`config.mk`:
```
export PLATFORM = sky130hd
export DESIGN_NAME = mips_cpu_pc_seq
export DESIGN_NICKNAME = d
export VERILOG_FILES = /design/src/rtl/mips_cpu_pc_seq.sv
export SDC_FILE = /design/constraint.sdc
export NUM_CORES = 1
export LEC_CHECK = 0
export BUFFER_PORTS_ARGS = -buffer_cell sky130_fd_sc_hd__buf_2
export CAP_MARGIN = 20
export CORE_MARGIN = 1
export CORE_UTILIZATION = 56
export DETAILED_ROUTE_END_ITERATION = 10
export PLACE_DENSITY = 0.78
export SYNTH_ARGS = -nofsm -noshare
export SYNTH_HDL_FRONTEND = slang
export SYNTH_SLANG_ARGS = --single-unit
```
`constraint.sdc`:
```
create_clock -name clk -period 5.05 [get_ports clk]
set_input_delay 0 -clock clk [delete_from_list [all_inputs] [get_ports clk]]
set_output_delay 0 -clock clk [all_outputs]
set_load 0.03 [all_outputs]
```
`src/rtl/mips_cpu_pc_seq.sv`:
```
// Program-counter sequencer: sequential fetch, branch/jump/jr redirects,
// optional branch delay slot, misaligned-JR exception redirect, halt detect.
module mips_cpu_pc_seq #(
    parameter logic [31:0] RESET_VECTOR = 32'hBFC00000,
    parameter logic [31:0] HALT_ADDR    = 32'h00000000,
    parameter logic [31:0] EXC_VECTOR   = 32'hBFC00380,
    parameter int          DELAY_SLOT   = 1
) (
    input  logic        clk,
    input  logic        rst,
    input  logic        stall,
    input  logic [1:0]  pc_ctrl,
    input  logic        branch_taken,
    input  logic [31:0] instr,
    input  logic [31:0] reg_readdata,
    output logic [31:0] pc_out,
    output logic [31:0] pc_plus8,
    output logic [31:0] epc,
    output logic        exc,
    output logic        active
);

    typedef enum logic [1:0] {RUN, DELAY, HALTED} state_t;

    state_t      r_state, w_state_nxt;
    logic [31:0] r_pc, r_pend, r_epc;
    logic        r_pexc, r_exc;

    logic [31:0] w_p4, w_br, w_jmp, w_tgt;
    logic [31:0] w_pc_nxt, w_pend_nxt, w_epc_nxt;
    logic        w_pexc_nxt, w_exc_nxt;
    logic        w_bad, w_redir;

    assign w_p4    = r_pc + 32'd4;
    assign w_br    = w_p4 + {{14{instr[15]}}, instr[15:0], 2'b00};
    assign w_jmp   = {w_p4[31:28], instr[25:0], 2'b00};
    assign w_bad   = (pc_ctrl == 2'd3) && (reg_readdata[1:0] != 2'b00);
    assign w_redir = ((pc_ctrl == 2'd1) && branch_taken) || pc_ctrl[1];

    always_comb begin
        w_tgt = w_p4;
        unique case (pc_ctrl)
            2'd1:    w_tgt = w_br;
            2'd2:    w_tgt = w_jmp;
            2'd3:    w_tgt = w_bad ? EXC_VECTOR : reg_readdata;
            default: w_tgt = w_p4;
        endcase
    end

    always_comb begin
        w_state_nxt = r_state;
        w_pc_nxt    = r_pc;
        w_pend_nxt  = r_pend;
        w_pexc_nxt  = r_pexc;
        w_epc_nxt   = r_epc;
        w_exc_nxt   = 1'b0;
        unique case (r_state)
            RUN: begin
                w_pc_nxt = w_p4;
                if (w_redir) begin
                    if (w_bad)
                        w_epc_nxt = r_pc;
                    if (DELAY_SLOT != 0) begin
                        w_pend_nxt  = w_tgt;
                        w_pexc_nxt  = w_bad;
                        w_state_nxt = DELAY;
                    end else begin
                        w_pc_nxt  = w_tgt;
                        w_exc_nxt = w_bad;
                    end
                end
            end
            DELAY: begin
                w_pc_nxt    = r_pend;
                w_exc_nxt   = r_pexc;
                w_state_nxt = RUN;
            end
            default: ;
        endcase
        // Halt is judged on the address being loaded, whatever its source.
        if (r_state != HALTED && w_pc_nxt == HALT_ADDR)
            w_state_nxt = HALTED;
    end

    always_ff @(posedge clk) begin
        if (rst) begin
            r_state <= RUN;
            r_pc    <= RESET_VECTOR;
            r_pend  <= 32'd0;
            r_pexc  <= 1'b0;
            r_epc   <= 32'd0;
            r_exc   <= 1'b0;
        end else if (stall) begin
            r_exc <= 1'b0;
        end else begin
            r_state <= w_state_nxt;
            r_pc    <= w_pc_nxt;
            r_pend  <= w_pend_nxt;
            r_pexc  <= w_pexc_nxt;
            r_epc   <= w_epc_nxt;
            r_exc   <= w_exc_nxt;
        end
    end

    assign pc_out   = r_pc;
    assign pc_plus8 = r_pc + 32'd8;
    assign epc      = r_epc;
    assign exc      = r_exc;
    assign active   = (r_state != HALTED);

endmodule

```
# --- Word level (Yosys, flattened, before mapping) ---
# Cells that the tools add are included.
op_classes:
  n_eq_ne: 6
  n_addsub: 3
  bitwise: 2
  n_reduce_logical: 12
  mux: 6
ops:
  columns: ["operator", "count"]
  rows:
  - ["$pmux 32 s3", 1]
  - ["$pmux 32 s2", 1]
  - ["$add 32x3->32 const B", 1]
  - ["$add 32x32->32", 1]
  - ["$add 32x4->32 const B", 1]
  - ["$logic_not 32->1", 1]
  - ["$mux 32", 1]
  - ["$reduce_and 3->1", 2]
  - ["$eq 2x1->1 const B", 2]
  - ["$eq 2x2->1 const B", 2]
  - ["$mux 2", 2]
  - ["$pmux 2 s2", 1]
  - ["$reduce_and 4->1", 1]
  - ["$logic_and 1x1->1", 3]
  - ["$ne 3x3->1 const B", 1]
  - ["$reduce_bool 3->1", 1]
  - ["$reduce_or 3->1", 1]
  - ["$logic_not 2->1", 1]
  - ["$ne 2x2->1 const B", 1]
  - ["$not 1->1", 2]
  - ["$reduce_bool 2->1", 1]
  - ["$logic_or 1x1->1", 1]
word_totals:
  input_bits: 70
  register_bits: 100

# --- Longest topological paths before layout ---
# Gate-level depths: netlist of the first run.
depth:
  depth_word: 6
  ltp_mapped: 18

# --- Least setup slack after synthesis of the first run ---
# Ideal clock, no wire load.
synth_timing:
  kind: "register -> register"
  startpoint: "reg r_pc[4], in the netlist pc_out[4]"
  endpoint: "reg r_pend[31]"
  path_stages_with_launch: 18
  setup_slack_ns: 1.068
  n_path_buf: 1
  setup_time_ns: 0.132
  t_required_ns: 4.918
  synth_period_minus_slack_ns: 3.982
  arrival_ns: 3.851
  cell_sequence: "dfxtp_1 > ha_1 > nand3_2 > or3_1 > clkbuf_1 > nor3_1 > nand4_1 > xnor2_1 > ha_1 > a21o_1 > a21oi_1 > nor2b_1 > nor3_1 > o31ai_1 > a31oi_1 > o21ai_0 > xnor2_1 > o32ai_1"
synth_via:
  elab_chain_cells: 3
synth_rtl:
  columns: ["element", "line", "text"]
  rows:
  - ["start, declared", "26", "logic [31:0] r_pc, r_pend, r_epc;"]
  - ["start signal, assigned", "97", "r_pc <= w_pc_nxt;"]
  - ["$add 32x3->32 *", "34", "assign w_p4 = r_pc + 32'd4;"]
  - ["$add 32x32->32", "35", "assign w_br = w_p4 + {{14{instr[15]}}, instr[15:0], 2'b00};"]
  - ["$pmux 32 s3 *", "42", "unique case (pc_ctrl)"]
  - ["end signal, assigned", "98", "r_pend <= w_pend_nxt;"]
  - ["end, declared", "26", null]
# Every way passes the cells marked *; elsewhere a longest branch is shown, timed or not.
# A chain may end at the register's enable or synchronous reset.

# --- Worst setup path after layout of the first run ---
layout_timing:
  startpoint: "reg r_pc[4], in the netlist pc_out[4]"
  endpoint: "reg r_pend[27]"
# Same word-level chain as after synthesis.

==> impl_metrics.prom, run 1 <==
# TYPE chip_impl_metric gauge
chip_impl_info{name="status",value="completed"} 1
chip_impl_info{name="setup.worst_path.start_class",value="register"} 1
chip_impl_metric{name="detailed_place_hpwl",unit="mm"} 17.27
chip_impl_metric{name="total_leakage_power",unit="nW"} 3.840
chip_impl_metric{name="clk_pin_slew",unit="ns"} 0.07
chip_impl_metric{name="synth.area.mux_share",unit="%"} 2.152
chip_impl_metric{name="portBuffers",unit=""} 161
chip_impl_metric{name="timing.setup.tns",unit="ns"} 0
chip_impl_metric{name="grt_first_pass_wirelength",unit="mm"} 37.94
chip_impl_metric{name="cts_max_level",unit=""} 3
chip_impl_metric{name="data_arrival_at_the_endpoint_of_the_critical_path",unit="ns"} 4.69
chip_impl_metric{name="detail_route.wl_per_cell",unit="µm"} 17.63
chip_impl_metric{name="crit_fanout",unit=""} 8
chip_impl_metric{name="sum_of_overflow_across_all_layers_after_global_routing",unit=""} 0
chip_impl_metric{name="synth-edff-count",unit=""} 0
chip_impl_info{name="top_post_synthesis_cells_by_area",value="sky130_fd_sc_hd__dfxtp_1, sky130_fd_sc_hd__nand2_1, sky130_fd_sc_hd__a21oi_1"} 1
chip_impl_metric{name="post_synth.cell_area_avg",unit="µm²"} 7.235
chip_impl_metric{name="grt_pass1_vias",unit=""} 7608
chip_impl_metric{name="ratio_of_cells_with_drive_above_1_in_the_final_layout",unit="%"} 19.16
chip_impl_metric{name="synthCells",unit=""} 1061
chip_impl_metric{name="final_net_count",unit=""} 1272
chip_impl_metric{name="coreArea",unit="mm²"} 0.01330
chip_impl_metric{name="slew_viol_final",unit=""} 0
chip_impl_metric{name="grt_usage",unit="%"} 33.26
chip_impl_metric{name="max_slew.worst_pin.slew",unit="ns"} 0.8954
chip_impl_info{name="cts_tree",value="built"} 1
chip_impl_metric{name="first_iter_violations",unit=""} 643
chip_impl_metric{name="clock.fmax",unit="MHz"} 222.1
chip_impl_metric{name="postCtsSetupBuffers",unit=""} 0
chip_impl_info{name="cp_class",value="reg -> reg"} 1
chip_impl_info{name="synth.most_common_cell",value="sky130_fd_sc_hd__nand2_1"} 1
chip_impl_metric{name="finalWeightedCongestion",unit=""} 0.9193
chip_impl_metric{name="die_width",unit="µm"} 119.1
chip_impl_info{name="synth_top_family_by_area",value="compound AO/OA/AOI/OAI gates"} 1
chip_impl_info{name="rsz_0062_raised_after_global_routing",value="false"} 1
chip_impl_metric{name="timing.critical_path.required",unit="ns"} 5.24
chip_impl_info{name="worstHoldPathType",value="in -> reg"} 1
chip_impl_metric{name="period_share",unit="%"} 89.17
chip_impl_metric{name="finalSetupViolations",unit=""} 0
chip_impl_metric{name="post_drt_via_cell_ratio",unit=""} 6.079
chip_impl_metric{name="detailed_route_drc_error_count",unit=""} 0
chip_impl_metric{name="worst_slack",unit="ns"} 0.5468
chip_impl_metric{name="antenna_left",unit=""} 0
chip_impl_metric{name="drt_pre_antenna_iters",unit=""} 5
chip_impl_metric{name="synth_simple_gate_area_share",unit="%"} 23.91
chip_impl_metric{name="cts_made_buffers",unit=""} 9
chip_impl_info{name="yosys_most_used_dff",value="sky130_fd_sc_hd__dfxtp_1"} 1
chip_impl_metric{name="timing.max_slew.rel_slack",unit="%"} 40.04
chip_impl_metric{name="floorplan.die.height",unit="µm"} 119.1
chip_impl_info{name="synth_commonest_cells",value="sky130_fd_sc_hd__nand2_1, sky130_fd_sc_hd__a21oi_1, sky130_fd_sc_hd__dfxtp_1, sky130_fd_sc_hd__nor2_1, sky130_fd_sc_hd__clkbuf_1"} 1
chip_impl_metric{name="synth-adder-area-share",unit="%"} 6.292
chip_impl_metric{name="max-clock-path-buffers",unit=""} 2
chip_impl_info{name="crit_path_end_kind",value="register"} 1
chip_impl_info{name="root_buffer",value="sky130_fd_sc_hd__clkbuf_16"} 1
chip_impl_metric{name="synth.net_count",unit=""} 1169
chip_impl_metric{name="area.growth.synth_to_final",unit="%"} 15.14
chip_impl_metric{name="place_worst_setup_slack",unit="ns"} 0.6345
chip_impl_metric{name="worst_skew_pair.late_latency",unit="ns"} 0.35
chip_impl_metric{name="p_per_area",unit="mW/mm²"} 247.0
chip_impl_metric{name="fp.dieArea",unit="mm²"} 0.01418
chip_impl_metric{name="post-route-util",unit="%"} 66.48
chip_impl_metric{name="timing_hold_violations_final",unit=""} 0
chip_impl_metric{name="ys.warnings.count",unit=""} 0
chip_impl_metric{name="grt_start_max_net_pins",unit=""} 89
chip_impl_metric{name="fraction_of_the_mapped_netlist_area_in_compound_gates",unit="%"} 25.57
chip_impl_metric{name="diodes",unit=""} 0
chip_impl_metric{name="synth_seq_area_share",unit="%"} 26.08
chip_impl_metric{name="synth_xor_area_share",unit="%"} 9.356
chip_impl_metric{name="floorplan.initialDensity",unit="%"} 57.74
chip_impl_metric{name="postSynth.asyncResetShare",unit="%"} 0
chip_impl_info{name="synth.largest_area_cell",value="sky130_fd_sc_hd__dfxtp_1"} 1
chip_impl_metric{name="synth.cell_area",unit="mm²"} 0.007676
chip_impl_metric{name="io_pins",unit=""} 168
chip_impl_metric{name="drt-total-wl",unit="mm"} 23.71
chip_impl_metric{name="holdWs",unit="ns"} 0.004344
chip_impl_metric{name="clock_sink_count",unit=""} 100
chip_impl_metric{name="netlist-cell-type-count",unit=""} 77
chip_impl_metric{name="initial_antenna_violation_count",unit=""} 0
chip_impl_metric{name="vdd_drop_max",unit="mV"} 0.2310
chip_impl_metric{name="worst_setup_skew_after_layout",unit="ns"} 0.009344
chip_impl_metric{name="post_synthesis_sequential_element_count",unit=""} 100
chip_impl_metric{name="num_rows",unit=""} 42
chip_impl_metric{name="synthDominantCellAreaShare",unit="%"} 26.08
chip_impl_metric{name="vias",unit=""} 8176
chip_impl_metric{name="drv.max_cap_violation_count",unit=""} 0
chip_impl_metric{name="final_period_demand_of_the_worst_path",unit="ns"} 4.503
## kinds of logic (layout without fill, tap and decap cells)
kind of cell / Yosys count / count (layout)
and+or+nand+nor: 394 / 394
AOI/OAI and AO/OA: 313 / 313
buffers and inverters: 118 / 226
DFF: 100 / 100
xor gates and xnor gates: 82 / 82
adders and majority gates: 38 / 38
muxes: 16 / 16
## layer usage
metal  track usage [%]  vias to the layer above  share of wire (%)
met5                 0                        -                  0
met4             14.87                        0                3.8
met3             3.879                       57                6.1
met2             57.12                      325                 48
met1             41.59                     3827                 42
li1                  -                     3967                  -
## per-stage QoR
step / cell area, µm² / std cells / total power, mW
after global routing: 8838 / 1345 / 2.267
after global placement: 8446 / 1325 / 1.370
final: 8838 / 1345 / 2.183
after CTS: 8831 / 1344 / 2.177
after floorplan: 7676 / 1061 / 1.234
after detailed placement: 8446 / 1325 / 1.375
## sequential cells by signal (all words and copies together), names as in the netlist
name,flops
r_pexc,1
epc,32
r_state,2
r_pend,32
pc_out,32
exc,1
## cells in the final DEF (no fill, tap or decap), drive strengths merged, types with 4 or more instances in the layout
cell / netlist / layout
nor3: 31 / 31
nand2: 162 / 162
a31oi: 11 / 11
nand3: 36 / 36
o221ai: 7 / 7
inv: 23 / 25
a221oi: 10 / 10
xor2: 35 / 35
o21a: 8 / 8
or3: 4 / 4
a21o: 12 / 12
nor4: 8 / 8
a211oi: 10 / 10
dfxtp: 100 / 100
mux2: 4 / 4
o21ai: 64 / 64
buf: 23 / 182
nor2: 101 / 101
nand4: 15 / 15
ha: 37 / 37
o211ai: 11 / 11
a21oi: 114 / 114
nor2b: 4 / 4
xnor2: 47 / 47
o2bb2ai: 5 / 5
o22ai: 11 / 11
a22o: 4 / 4
and3: 13 / 13
a22oi: 11 / 11
mux2i: 12 / 12
clkbuf: 70 / 10
## power by group
part / total [mW] / internal [mW] / switching [mW]
clock: 0.815 / 0.502 / 0.313
sequential: 0.874 / 0.822 / 0.0520
combinational: 0.494 / 0.187 / 0.307
total: 2.18 / 1.51 / 0.672
## critical path, cell delays in order, from the launching register on
cell	delay, ns
sky130_fd_sc_hd__dfxtp_1	0.50
sky130_fd_sc_hd__ha_1	0.33
sky130_fd_sc_hd__nand4_1	0.28
sky130_fd_sc_hd__nor3_1	0.38
sky130_fd_sc_hd__xor2_1	0.32
sky130_fd_sc_hd__ha_1	0.35
sky130_fd_sc_hd__and3_1	0.19
sky130_fd_sc_hd__a221oi_1	0.30
sky130_fd_sc_hd__o21ai_0	0.22
sky130_fd_sc_hd__o21ai_1	0.27
sky130_fd_sc_hd__a21oi_1	0.14
sky130_fd_sc_hd__o31ai_1	0.27
sky130_fd_sc_hd__a21oi_1	0.12
sky130_fd_sc_hd__xor2_1	0.16
sky130_fd_sc_hd__a221oi_1	0.40
sky130_fd_sc_hd__a211oi_1	0.10
## what timing repair did
| item | 4_1_cts | 5_1_grt |
|---|---|---|
| endpoints found under the hold margin | 3 | 0 |
| hold buffers | 3 | 0 |
| gates resized for setup | 0 | 0 |
## worst paths after layout
path                               start                      end  slack [ns]  cells past startpoint
setup / recovery  pc_out[4]$_SDFFE_PP0N_  r_pend[27]$_SDFFE_PP0P_        0.55                     15
hold / removal           reg_readdata[4]   r_pend[4]$_SDFFE_PP0P_       0.004                      3
setup reg to reg  pc_out[4]$_SDFFE_PP0N_  r_pend[27]$_SDFFE_PP0P_        0.55                     15
hold reg to reg      epc[1]$_SDFFE_PP0P_      epc[1]$_SDFFE_PP0P_        0.45                      2
## layout make-up
type,count,area (µm²)
multi-input combinational,843,5172
fill,1209,4457
sequential,100,2003
timing repair buffer,185,993.5
clock buffer,10,239.0
tap,176,220.2
clock inverter,6,116.4
inverter,25,93.84
Note: power is estimated with default switching activity, not from simulation.
==> run 2: changes to the inputs <==
- CORE_UTILIZATION: 56 -> 50
- PLACE_DENSITY: 0.78 -> 0.73
- clock period: 5.05 -> 4.1 ns (I/O delays scaled with it)
==> run 2 against run 1 <==
Against the previous run: non-clock buffer count grew 35; sequential cell count is the same; total power grew 23%; cell count grew 3.2%; global-route usage shrank 2.4 points; via count grew 0.88%; clock power grew 20%; clock-buffer cell count shrank 1; die area grew 12%; maximum frequency grew 17%; wire length grew 4.1%; highest routed layer unchanged.
==> impl_metrics.prom, run 2 (same netlist as run 1, synthesis figures left out) <==
# TYPE chip_impl_metric gauge
chip_impl_metric{name="diodes",unit=""} 0
chip_impl_metric{name="die_width",unit="µm"} 125.9
chip_impl_metric{name="data_arrival_at_the_endpoint_of_the_critical_path",unit="ns"} 4.06
chip_impl_metric{name="detailed_route_drc_error_count",unit=""} 0
chip_impl_metric{name="drt_pre_antenna_iters",unit=""} 6
chip_impl_metric{name="max-clock-path-buffers",unit=""} 2
chip_impl_info{name="cts_tree",value="built"} 1
chip_impl_info{name="rsz_0062_raised_after_global_routing",value="false"} 1
chip_impl_metric{name="io_pins",unit=""} 168
chip_impl_metric{name="first_iter_violations",unit=""} 716
chip_impl_metric{name="area.growth.synth_to_final",unit="%"} 18.91
chip_impl_metric{name="post_drt_via_cell_ratio",unit=""} 5.942
chip_impl_metric{name="num_rows",unit=""} 44
chip_impl_metric{name="sum_of_buffers_and_inverters_on_the_critical_path",unit=""} 1
chip_impl_metric{name="drv.max_cap_violation_count",unit=""} 0
chip_impl_metric{name="clock.fmax",unit="MHz"} 260.9
chip_impl_metric{name="grt_start_max_net_pins",unit=""} 50
chip_impl_info{name="final_cell_mix",value="sky130_fd_sc_hd__buf_2, sky130_fd_sc_hd__nand2_1, sky130_fd_sc_hd__a21oi_1"} 1
chip_impl_info{name="layout.cells.most_common",value="sky130_fd_sc_hd__buf_2"} 1
chip_impl_metric{name="floorplan.die.height",unit="µm"} 125.9
chip_impl_metric{name="vdd_drop_max",unit="mV"} 0.1833
chip_impl_metric{name="cts_made_buffers",unit=""} 9
chip_impl_metric{name="max_slew.worst_pin.slew",unit="ns"} 0.9101
chip_impl_info{name="worstHoldPathType",value="in -> reg"} 1
chip_impl_metric{name="cts_max_level",unit=""} 3
chip_impl_metric{name="crit_path_max_incr_delay",unit="ns"} 0.57
chip_impl_metric{name="grt_pass1_vias",unit=""} 7586
chip_impl_metric{name="worst_setup_skew_after_layout",unit="ns"} 0.009758
chip_impl_metric{name="multi_input_area",unit="mm²"} 0.005200
chip_impl_metric{name="initial_antenna_violation_count",unit=""} 0
chip_impl_metric{name="coreArea",unit="mm²"} 0.01475
chip_impl_metric{name="drt-total-wl",unit="mm"} 24.68
chip_impl_metric{name="antenna_left",unit=""} 0
chip_impl_metric{name="sequential_cell_area",unit="mm²"} 0.002004
chip_impl_metric{name="timing_hold_violations_final",unit=""} 0
chip_impl_info{name="crit_slowest_cell",value="sky130_fd_sc_hd__or4_4"} 1
chip_impl_metric{name="fp.dieArea",unit="mm²"} 0.01585
chip_impl_metric{name="ratio_of_cells_with_drive_above_1_in_the_final_layout",unit="%"} 22.01
chip_impl_metric{name="slew_viol_final",unit=""} 0
chip_impl_metric{name="worst_skew_pair.late_latency",unit="ns"} 0.36
chip_impl_metric{name="number_of_fill_cells_in_the_layout",unit=""} 1416
chip_impl_info{name="cpLargestDelayFamily",value="simple AND/OR/NAND/NOR gates"} 1
chip_impl_metric{name="timing.setup.tns",unit="ns"} 0
chip_impl_metric{name="detail_route.wl_per_cell",unit="µm"} 17.78
chip_impl_metric{name="grt_first_pass_wirelength",unit="mm"} 38.83
chip_impl_metric{name="finalWeightedCongestion",unit=""} 0.9609
chip_impl_metric{name="post-route-util",unit="%"} 61.86
chip_impl_metric{name="sum_of_overflow_across_all_layers_after_global_routing",unit=""} 0
chip_impl_metric{name="holdWs",unit="ns"} 0.05166
chip_impl_metric{name="final_net_count",unit=""} 1307
chip_impl_metric{name="total_leakage_power",unit="nW"} 4.006
chip_impl_metric{name="final_period_demand_of_the_worst_path",unit="ns"} 3.833
chip_impl_info{name="setup.worst_path.start_class",value="register"} 1
chip_impl_metric{name="portBuffers",unit=""} 161
chip_impl_metric{name="grt_usage",unit="%"} 30.90
chip_impl_metric{name="p_per_area",unit="mW/mm²"} 293.6
chip_impl_info{name="crit_top_cell",value="sky130_fd_sc_hd__a31oi_1"} 1
chip_impl_metric{name="power.total",unit="mW"} 2.680
chip_impl_info{name="crit_path_end_kind",value="register"} 1
chip_impl_metric{name="timing.max_slew.rel_slack",unit="%"} 39.06
chip_impl_metric{name="clock_sink_count",unit=""} 100
chip_impl_metric{name="finalSetupViolations",unit=""} 0
chip_impl_metric{name="floorplan.initialDensity",unit="%"} 52.03
chip_impl_metric{name="timing.critical_path.required",unit="ns"} 4.33
chip_impl_metric{name="vias",unit=""} 8248
chip_impl_metric{name="period_share",unit="%"} 93.49
chip_impl_metric{name="crit_fanout",unit=""} 7
chip_impl_metric{name="detailed_place_hpwl",unit="mm"} 18.55
chip_impl_info{name="cp_class",value="reg -> reg"} 1
chip_impl_info{name="root_buffer",value="sky130_fd_sc_hd__clkbuf_16"} 1
chip_impl_info{name="status",value="completed"} 1
chip_impl_info{name="worstPathCellList",value="ha_2, nand2_2, or4_4, buf_4, nor2_8, xor2_1, ha_1, nand2_1, nor2_1, a22oi_1, a31oi_1, and3_1, a31oi_1, o21ai_0, xnor2_1, o32ai_1"} 1
chip_impl_metric{name="clk_pin_slew",unit="ns"} 0.07
[run 2: cell types whose count changed in the layout (fill, tap and decap cells not counted), moves of 2 or more]
cell | previous run | this run
sky130_fd_sc_hd__buf_4 | 21 | 55
sky130_fd_sc_hd__inv_6 | 2 | 0
sky130_fd_sc_hd__clkinvlp_4 | 0 | 2
sky130_fd_sc_hd__clkinv_2 | 0 | 2
sky130_fd_sc_hd__nor3_2 | 1 | 4
sky130_fd_sc_hd__nor3_1 | 28 | 25
[run 2: cell type report]
cell class	count	share of cell area [%]
multi-input cells	843	56.97
flip-flops and latches	100	21.96
repair buffers	220	13.79
well taps	184	2.522
clock buffers	9	2.467
clock inverters	7	1.261
inverters	25	1.028
[run 2: power by group]
| part | total [mW] | internal [mW] | switching (mW) |
|---|---|---|---|
| Clock | 0.976 | 0.594 | 0.382 |
| Combinational | 0.638 | 0.243 | 0.395 |
| Sequential | 1.07 | 1.01 | 0.0529 |
| Total | 2.68 | 1.85 | 0.830 |
[run 2: tightest hold or removal path: stages]
cell,delay (ns)
sky130_fd_sc_hd__buf_2,0.09
sky130_fd_sc_hd__o221ai_1,0.13
sky130_fd_sc_hd__a21oi_1,0.15
[run 2: per-stage QoR]
stage,cell area [µm²],cells,setup WS (ns)
after floorplan,7676,1061,0.1177
after global placement,8718,1368,0.2880
after detailed placement,8718,1368,0.1684
after CTS,9099,1388,0.1533
after global routing,9128,1388,0.02510
final,9128,1388,0.2671
[run 2: per-layer routing]
layer	vias up	track usage (%)	wire length (µm)
met3	53	4.248	1591
met1	3808	38.70	10360
met5	-	0	0
li1	4038	-	-
met4	0	11.91	805
met2	349	53.66	11930
[run 2: worst paths after layout]
kind	cells past startpoint	to	slack [ns]	start
setup / recovery	16	r_pend[31]$_SDFFE_PP0P_	0.27	pc_out[3]$_SDFFE_PP0N_
hold / removal	3	r_pend[5]$_SDFFE_PP0P_	0.05	instr[3]
setup reg to reg	16	r_pend[31]$_SDFFE_PP0P_	0.27	pc_out[3]$_SDFFE_PP0N_
hold reg to reg	2	epc[6]$_SDFFE_PP0P_	0.45	epc[6]$_SDFFE_PP0P_
[run 2: timing repair]
item | in CTS | in global routing
resized for setup | 0 | 7
buffers inserted | 0 | 0
hold buffers | 4 | 0
endpoints found under the setup margin | 0 | 8
hold endpoints to repair | 3 | 0
